==> src/rtl/pad_ctrl.sv <==
// Pad controller: per-pad GPIO/alternate-function muxing, pad config registers and input synchronisation.
// Optional per-pad input glitch filter enabled by defining PAD_CTRL_FILTER_EN.
module pad_ctrl #(
    parameter int NPADS    = 36,
    parameter int CFGW     = 8,
    parameter int FILT_CYC = 4
) (
    input  logic                    clk_i,
    input  logic                    rst_i,
    input  logic                    reg_req_i,
    input  logic                    reg_we_i,
    input  logic [7:0]              reg_addr_i,
    input  logic [31:0]             reg_wdata_i,
    output logic [31:0]             reg_rdata_o,
    output logic                    reg_ack_o,
    input  logic [NPADS-1:0]        gpio_o_i,
    input  logic [NPADS-1:0]        gpio_en_i,
    input  logic [NPADS-1:0]        alt_o_i,
    input  logic [NPADS-1:0]        alt_en_i,
    output logic [NPADS-1:0]        gpio_i_o,
    output logic [NPADS-1:0]        alt_i_o,
    input  logic [NPADS-1:0]        pad_din_i,
    output logic [NPADS-1:0]        pad_dout_o,
    output logic [NPADS-1:0]        pad_oen_o,
    output logic [NPADS-1:0]        pad_ie_o,
    output logic [NPADS*CFGW-1:0]   pad_cfg_o
);

    localparam int RW = CFGW + 2;

    logic                r_ack;
    logic [31:0]         r_rdata;
    logic                w_accept;
    logic [NPADS*RW-1:0] w_ctrl_flat;
    logic [RW-1:0]       w_rd_ctrl;
    logic                w_unused_wdata;

    // A request arriving during the ack cycle is ignored, so ack is always a single-cycle pulse.
    assign w_accept       = reg_req_i & ~r_ack;
    assign w_unused_wdata = ^reg_wdata_i[31:RW];

    always_comb begin
        w_rd_ctrl = '0;
        for (int i = 0; i < NPADS; i++) begin
            if (reg_addr_i == 8'(i)) begin
                w_rd_ctrl = w_ctrl_flat[i*RW +: RW];
            end
        end
    end

    always_ff @(posedge clk_i or posedge rst_i) begin
        if (rst_i) begin
            r_ack   <= 1'b0;
            r_rdata <= '0;
        end else begin
            r_ack   <= w_accept;
            r_rdata <= '0;
            if (w_accept && !reg_we_i) begin
                if (reg_addr_i == 8'(NPADS)) begin
                    r_rdata <= {24'b0, 8'(NPADS)};
                end else begin
                    r_rdata <= 32'(w_rd_ctrl);
                end
            end
        end
    end

    assign reg_ack_o   = r_ack;
    assign reg_rdata_o = r_rdata;

    genvar gi;
    generate
        for (gi = 0; gi < NPADS; gi++) begin : g_pad
            logic [RW-1:0] r_ctrl;
            logic          r_dout;
            logic          r_oen;
            logic [1:0]    r_sync;
            logic          w_sel;
            logic          w_in;

            assign w_sel = r_ctrl[0];

            always_ff @(posedge clk_i or posedge rst_i) begin
                if (rst_i) begin
                    r_ctrl <= '0;
                end else if (w_accept && reg_we_i && (reg_addr_i == 8'(gi))) begin
                    r_ctrl <= reg_wdata_i[RW-1:0];
                end
            end

            // Output path is registered, so a SEL change lands one cycle after the data it gates.
            always_ff @(posedge clk_i or posedge rst_i) begin
                if (rst_i) begin
                    r_dout <= 1'b0;
                    r_oen  <= 1'b1;
                    r_sync <= '0;
                end else begin
                    r_dout <= w_sel ? alt_o_i[gi] : gpio_o_i[gi];
                    r_oen  <= ~(w_sel ? alt_en_i[gi] : gpio_en_i[gi]);
                    r_sync <= {r_sync[0], pad_din_i[gi]};
                end
            end

`ifdef PAD_CTRL_FILTER_EN
            logic       r_filt;
            logic [3:0] r_cnt;

            // Follow the synchronised input only after it has disagreed for FILT_CYC straight cycles.
            always_ff @(posedge clk_i or posedge rst_i) begin
                if (rst_i) begin
                    r_filt <= 1'b0;
                    r_cnt  <= '0;
                end else if (r_sync[1] != r_filt) begin
                    if (r_cnt == 4'(FILT_CYC - 1)) begin
                        r_filt <= r_sync[1];
                        r_cnt  <= '0;
                    end else begin
                        r_cnt <= r_cnt + 4'd1;
                    end
                end else begin
                    r_cnt <= '0;
                end
            end

            assign w_in = r_filt;
`else
            assign w_in = r_sync[1];
`endif

            assign w_ctrl_flat[gi*RW +: RW]     = r_ctrl;
            assign pad_dout_o[gi]               = r_dout;
            assign pad_oen_o[gi]                = r_oen;
            assign pad_ie_o[gi]                 = r_oen | r_ctrl[1];
            assign pad_cfg_o[gi*CFGW +: CFGW]   = r_ctrl[RW-1:2];
            assign gpio_i_o[gi]                 = ~w_sel & w_in;
            assign alt_i_o[gi]                  = w_sel & w_in;
        end
    endgenerate

endmodule

==> config.mk <==
export PLATFORM = sky130hd
export DESIGN_NAME = pad_ctrl
export DESIGN_NICKNAME = d
export VERILOG_FILES = /design/src/rtl/pad_ctrl.sv
export SDC_FILE = /design/constraint.sdc
export NUM_CORES = 1
export LEC_CHECK = 0
export CAP_MARGIN = 20
export CORE_AREA = 4 4 283 285
export DETAILED_ROUTE_END_ITERATION = 10
export DIE_AREA = 0 0 287 289
export SLEW_MARGIN = 20
export SYNTH_ARGS = -nofsm -noshare
export SYNTH_HDL_FRONTEND = slang
export SYNTH_SLANG_ARGS = --single-unit
export TNS_END_PERCENT = 30
==> constraint.sdc <==
create_clock -name clk_i -period 29.9 [get_ports clk_i]
set_input_delay 7.475 -clock clk_i [delete_from_list [all_inputs] [get_ports clk_i]]
set_output_delay 7.475 -clock clk_i [all_outputs]
set_load 0.005 [all_outputs]
# Yosys cells after proc, flatten, opt, wreduce, memory -nomap -nowiden
# Cells that the tools add are included.
# W data, S select, Z words.
[word_totals]
regBits = 537
inputBits = 224
output_inout_bits = 501
elab_cells = 514
[op_classes]
n_eq_ne = 36
n_mux = 110
bitwise_logic = 182
reduce_logical = 40
[op_table]
columns = ["cell", "n"]
rows = [
  ["$mux W10", 38],
  ["$eq A8 B5 Y1 const B", 16],
  ["$and A1 B1 Y1", 73],
  ["$not A1 Y1", 73],
  ["$mux W1", 72],
  ["$eq A8 B4 Y1 const B", 8],
  ["$eq A8 B6 Y1 const B", 5],
  ["$logic_and A1 B1 Y1", 38],
  ["$or A1 B1 Y1", 36],
  ["$eq A8 B3 Y1 const B", 4],
  ["$eq A8 B2 Y1 const B", 2],
  ["$eq A8 B1 Y1 const B", 1],
  ["$logic_not A8 Y1", 1],
  ["$logic_not A1 Y1", 1],
]

# Longest topological paths before layout
[logic_depth]
word_depth = 39
mapped_depth = 11
depth_no_buf = 7

# Worst setup path after synthesis
# OpenSTA, ideal clock, no wires.
[synth_path]
kind = "input to register"
from = "in reg_addr_i[0]"
to = "reg g_pad[28].r_ctrl[0]"
setup_ps = 125
arrival_time_ps = 9248
t_required_ps = 29775
slack_ps = 20527
path_stages = 7
n_path_buf = 3
path_cell_list = "buf_4 > buf_2 > buf_4 > nor2_1 > nand2_1 > nor2_2 > mux2_2"
[synth_via]
elab_chain_cells = 2
[synth_lines]
columns = ["item", "line", "source"]
rows = [
  ["start, declared", "12", "input logic [7:0] reg_addr_i,"],
  ["$eq A8 B5 Y1", "86", "end else if (w_accept && reg_we_i && (reg_addr_i == 8'(gi))) begin"],
  ["$logic_and A1 B1 Y1", "86", ""],
  ["end signal, assigned", "87", "r_ctrl <= reg_wdata_i[RW-1:0];"],
  ["end, declared", "74", "logic [RW-1:0] r_ctrl;"],
]
# No other way between the ends.
# A chain may end at the register's enable or synchronous reset.

# Worst setup path in the final report
[layout_path]
from = "in reg_addr_i[7]"
to = "reg r_rdata[1], in the netlist reg_rdata_o[1]"
[layout_via]
elab_chain_cells = 39
word_cells_on_any_way = 75
cone_classes = "eq/ne (36); mux (38); reduce/logical (1)"
[layout_lines]
columns = ["item", "line", "source"]
rows = [
  ["$logic_not A8 Y1", "45", "if (reg_addr_i == 8'(i)) begin"],
  ["$mux W10 (36 in series)", "45", ""],
  ["$mux W10 *", "59", "if (reg_addr_i == 8'(NPADS)) begin"],
  ["$mux W10 *", "58", "if (w_accept && !reg_we_i) begin"],
  ["end signal, assigned", "60", "r_rdata <= {24'b0, 8'(NPADS)};"],
  ["end signal, assigned", "62", "r_rdata <= 32'(w_rd_ctrl);"],
  ["end, declared", "32", "logic [31:0] r_rdata;"],
]
# Mark *: on every way between the ends. The rest lies on a longest branch, timed or not.

==> metrics.csv <==
metric,value,unit
drv_slew,0,
clockBufferDepth,3,
postCtsResizedCells,0,
syn_inst,2141,
syn_to_final_growth,28.27,%
report.final.hold_viol_count,0,
timing.critical_path.slowest_stage_cell,or4_1,
cts_made_buffers,61,
worstRegToRegCells,6,
grt_usage,25.00,%
grt.met3_usage,6.294,%
critical_path_peak_fanout,16,
dp_hpwl,77450,µm
filler_cell_count,7279,
worstSetupEndpointType,register,
detail_route.vias_per_cell,5.274,
tns,0,ns
p_clk_share,46.3,%
finalNetCount,2689,
die_height,289,µm
synthesis.yosys.warnings,0,
detailedRoute.firstIterationViolations,1378,
timing.final.setup_violations,0,
total_of_flip_flops_plus_latches_after_synthesis,515,
numClockSinks,515,
drt_wl_total,107700,µm
routedWlPerCell,30.27,µm
p_total,1670,µW
tritoncts,built,
power_frac_comb,9.8,%
async_flop_share,100.0,%
fraction_of_power_spent_switching_nets,24.25,%
drtAntennaViolNets,0,
grt-ovfl-total,0,
hold_path_depth,0,
holdCritPathClass,reg -> reg,
category_of_the_most_critical_setup_path,in -> reg,
first_global_vias,19590,
cts.hold.buffers_added,0,
critPathRequiredTime,30.42,ns
first_pass_iters,5,
post-route-worst-setup-slack,18.87,ns
detailroute.via_count,18770,
gp_congestion,0.8834,
floorplan.die.width,287,µm
use_met1,32.88,%
biggest_cell_delay_along_the_critical_path,0.96,ns
grt.met2_usage,41.17,%
detail_route.drc_violations,0,
global_route.peak_usage_layer,met2,
tightestPinTransition,1.130,ns
r2r_start,reg_ack_o,
synth-edff-count,0,
min_period_over_period,36.89,%
place_worst_setup_slack,17.98,ns
cts-root-buf,clkbuf_16,
final_setup_skew,0.03309,ns
cellInternalPower,1265,µW
yosysUniqueCellTypes,69,
core_region_area,0.07734,mm²
cts_h_tree_depth,2,
worstHoldStart,g_pad[13].r_sync[0],
grt_max_degree,158,
status,"finished, final reports clean",
die_area,0.08294,mm²
synth_top_flop_cell,dfrtp_1,
portBuffers,680,
grt_pass1_wl,150500,µm
worst_ir_drop_vdd,0.04153,mV
final_instance_count_without_filler_cells,3558,
post-cts-setup-buffer-count,0,
fmax,90.65,MHz
initial_util,33.33,%
fp-row-count,102,
sort_of_element_at_the_start_of_the_critical_path,input port,
grt_setup_unrepaired,false,
clk_pin_slew,0.06,ns
timing.final.crit_period,11.03,ns
numPlacedInstances,3442,
antenna_violations_before_repair,4,
static_leak,0.01429,µW
critPathLaunch,reg_addr_i[7],
final_layout_size_suffix_gt1_share,27.20,%
crit_path_cell_trace,"clkdlybuf4s50_1, or4_1, nor2_1, a32oi_1, a32o_1, a31oi_1, o31ai_1, a211oi_1",
power.net_switching,405.0,µW
cap_violations,0,
seq_area_frac_synth,50.17,%
top_level_ports,725,
netlist_area,0.02578,mm²
power.sequential.fraction,43.9,%
synth_area_per_cell,12.04,µm²
pwr_density_cell,50.50,mW/mm²
clock_insertion_delay_at_the_later_pin_of_the_skew_report,0.64,ns
relSlewSlack,24.68,%
cp_data_arrival_time,11.56,ns
## cells by family (layout without fill, tap and decap cells)
| family | Yosys count | after routing | share of synthesized area (%) |
|---|---|---|---|
| flops | 515 | 515 | 50.17 |
| buf+inv | 487 | 840 | 12.94 |
| mux | 486 | 486 | 21.58 |
| simple gates | 377 | 377 | 8.227 |
| compound gates | 275 | 275 | 7.072 |
| other cells | 1 | 25 | 0.01455 |
## Yosys cell counts (all sizes together) (12+ instances only)
library cell,count,area share [%]
dfrtp,479,47
buf,432,12
mux2,407,18
nor2,70,1.2
o21ai,69,1.3
nand2,65,0.96
mux2i,64,2.5
nor2b,54,1.3
a21oi,51,0.99
clkbuf,50,0.73
and2,41,1.0
or2,38,0.92
dfstp,36,3.7
nand3,35,0.85
nor3,31,0.81
o22ai,24,0.58
mux4,15,1.3
a31oi,14,0.34
a22oi,12,0.35
nand4,12,0.29
## area by class of cell
| cell class | instances | area, µm² | area share [%] |
|---|---|---|---|
| well taps | 1040 | 1301 | 3.935 |
| diodes | 3 | 7.507 | 0.02270 |
| inverters | 5 | 26.28 | 0.07946 |
| clock buffers | 97 | 1824 | 5.517 |
| multi-input cells | 1160 | 9619 | 29.09 |
| repair buffers | 722 | 7109 | 21.50 |
| flip-flops and latches | 515 | 12930 | 39.11 |
| clock inverters | 16 | 245.2 | 0.7417 |
## worst max-delay path: cells and delay by family
kind / cells / cell delay, ns
and+or+nand+nor: 2 / 1.91
AOI/OAI and AO/OA: 5 / 1.62
buffers and inverters: 1 / 0.53
## state kept, by name, indices dropped and copies added (netlist names)
signal,flops
g_pad.r_ctrl,360
reg_ack_o,1
reg_rdata_o,10
g_pad.r_dout,36
g_pad.r_oen,36
g_pad.r_sync,72
## worst paths after layout
check,end,slack (ns)
worst min-delay path,g_pad[13].r_sync[1],0.34
worst max-delay path,reg_rdata_o[1],18.87
worst min register to register,g_pad[13].r_sync[1],0.34
max in group asynchronous,g_pad[17].r_ctrl[8],20.30
min in group asynchronous,g_pad[35].r_dout,7.37
worst max register to register,g_pad[15].r_ctrl[4],26.71
## layout by cell type (no fill, tap or decap), drive strengths merged, types with 9 or more instances in the layout
| cell type | count |
|---|---|
| a211oi | 9 |
| a21oi | 51 |
| a22oi | 12 |
| a31oi | 14 |
| and2 | 41 |
| buf | 48 |
| clkbuf | 97 |
| clkdlybuf4s50 | 674 |
| clkinv | 9 |
| conb | 22 |
| dfrtp | 479 |
| dfstp | 36 |
| mux2 | 407 |
| mux2i | 64 |
| mux4 | 15 |
| nand2 | 65 |
| nand2b | 9 |
| nand3 | 35 |
| nand4 | 12 |
| nor2 | 70 |
| nor2b | 54 |
| nor3 | 31 |
| o21ai | 69 |
| o221ai | 9 |
| o22ai | 24 |
| or2 | 38 |
## metrics by stage
step                area [µm²]  utilization, %  hold slack, ns
floorplan                25860               -          0.3312
global placement         30990           40.07          0.3323
detailed placement       30990           40.07          0.3347
CTS                      33060           42.74          0.3449
global route             33060           42.74          0.3504
finish                   33070           42.75          0.3356
## routing by layer
metal	vias to the layer above	routed length (µm)
li1	7849	-
met1	9838	44530
met2	916	51570
met3	162	8470
met4	0	3112
met5	-	0
## power by group through the flow
stage / Combinational [µW] / Sequential (µW) / Clock [µW]
after CTS: 165 / 734 / 787
after detailed placement: 164 / 746 / 0
after global placement: 163 / 745 / 0
final: 163 / 734 / 773
after global routing: 173 / 736 / 817
after floorplan: 79.6 / 740 / 0
Power figures use the tool's default switching activity.
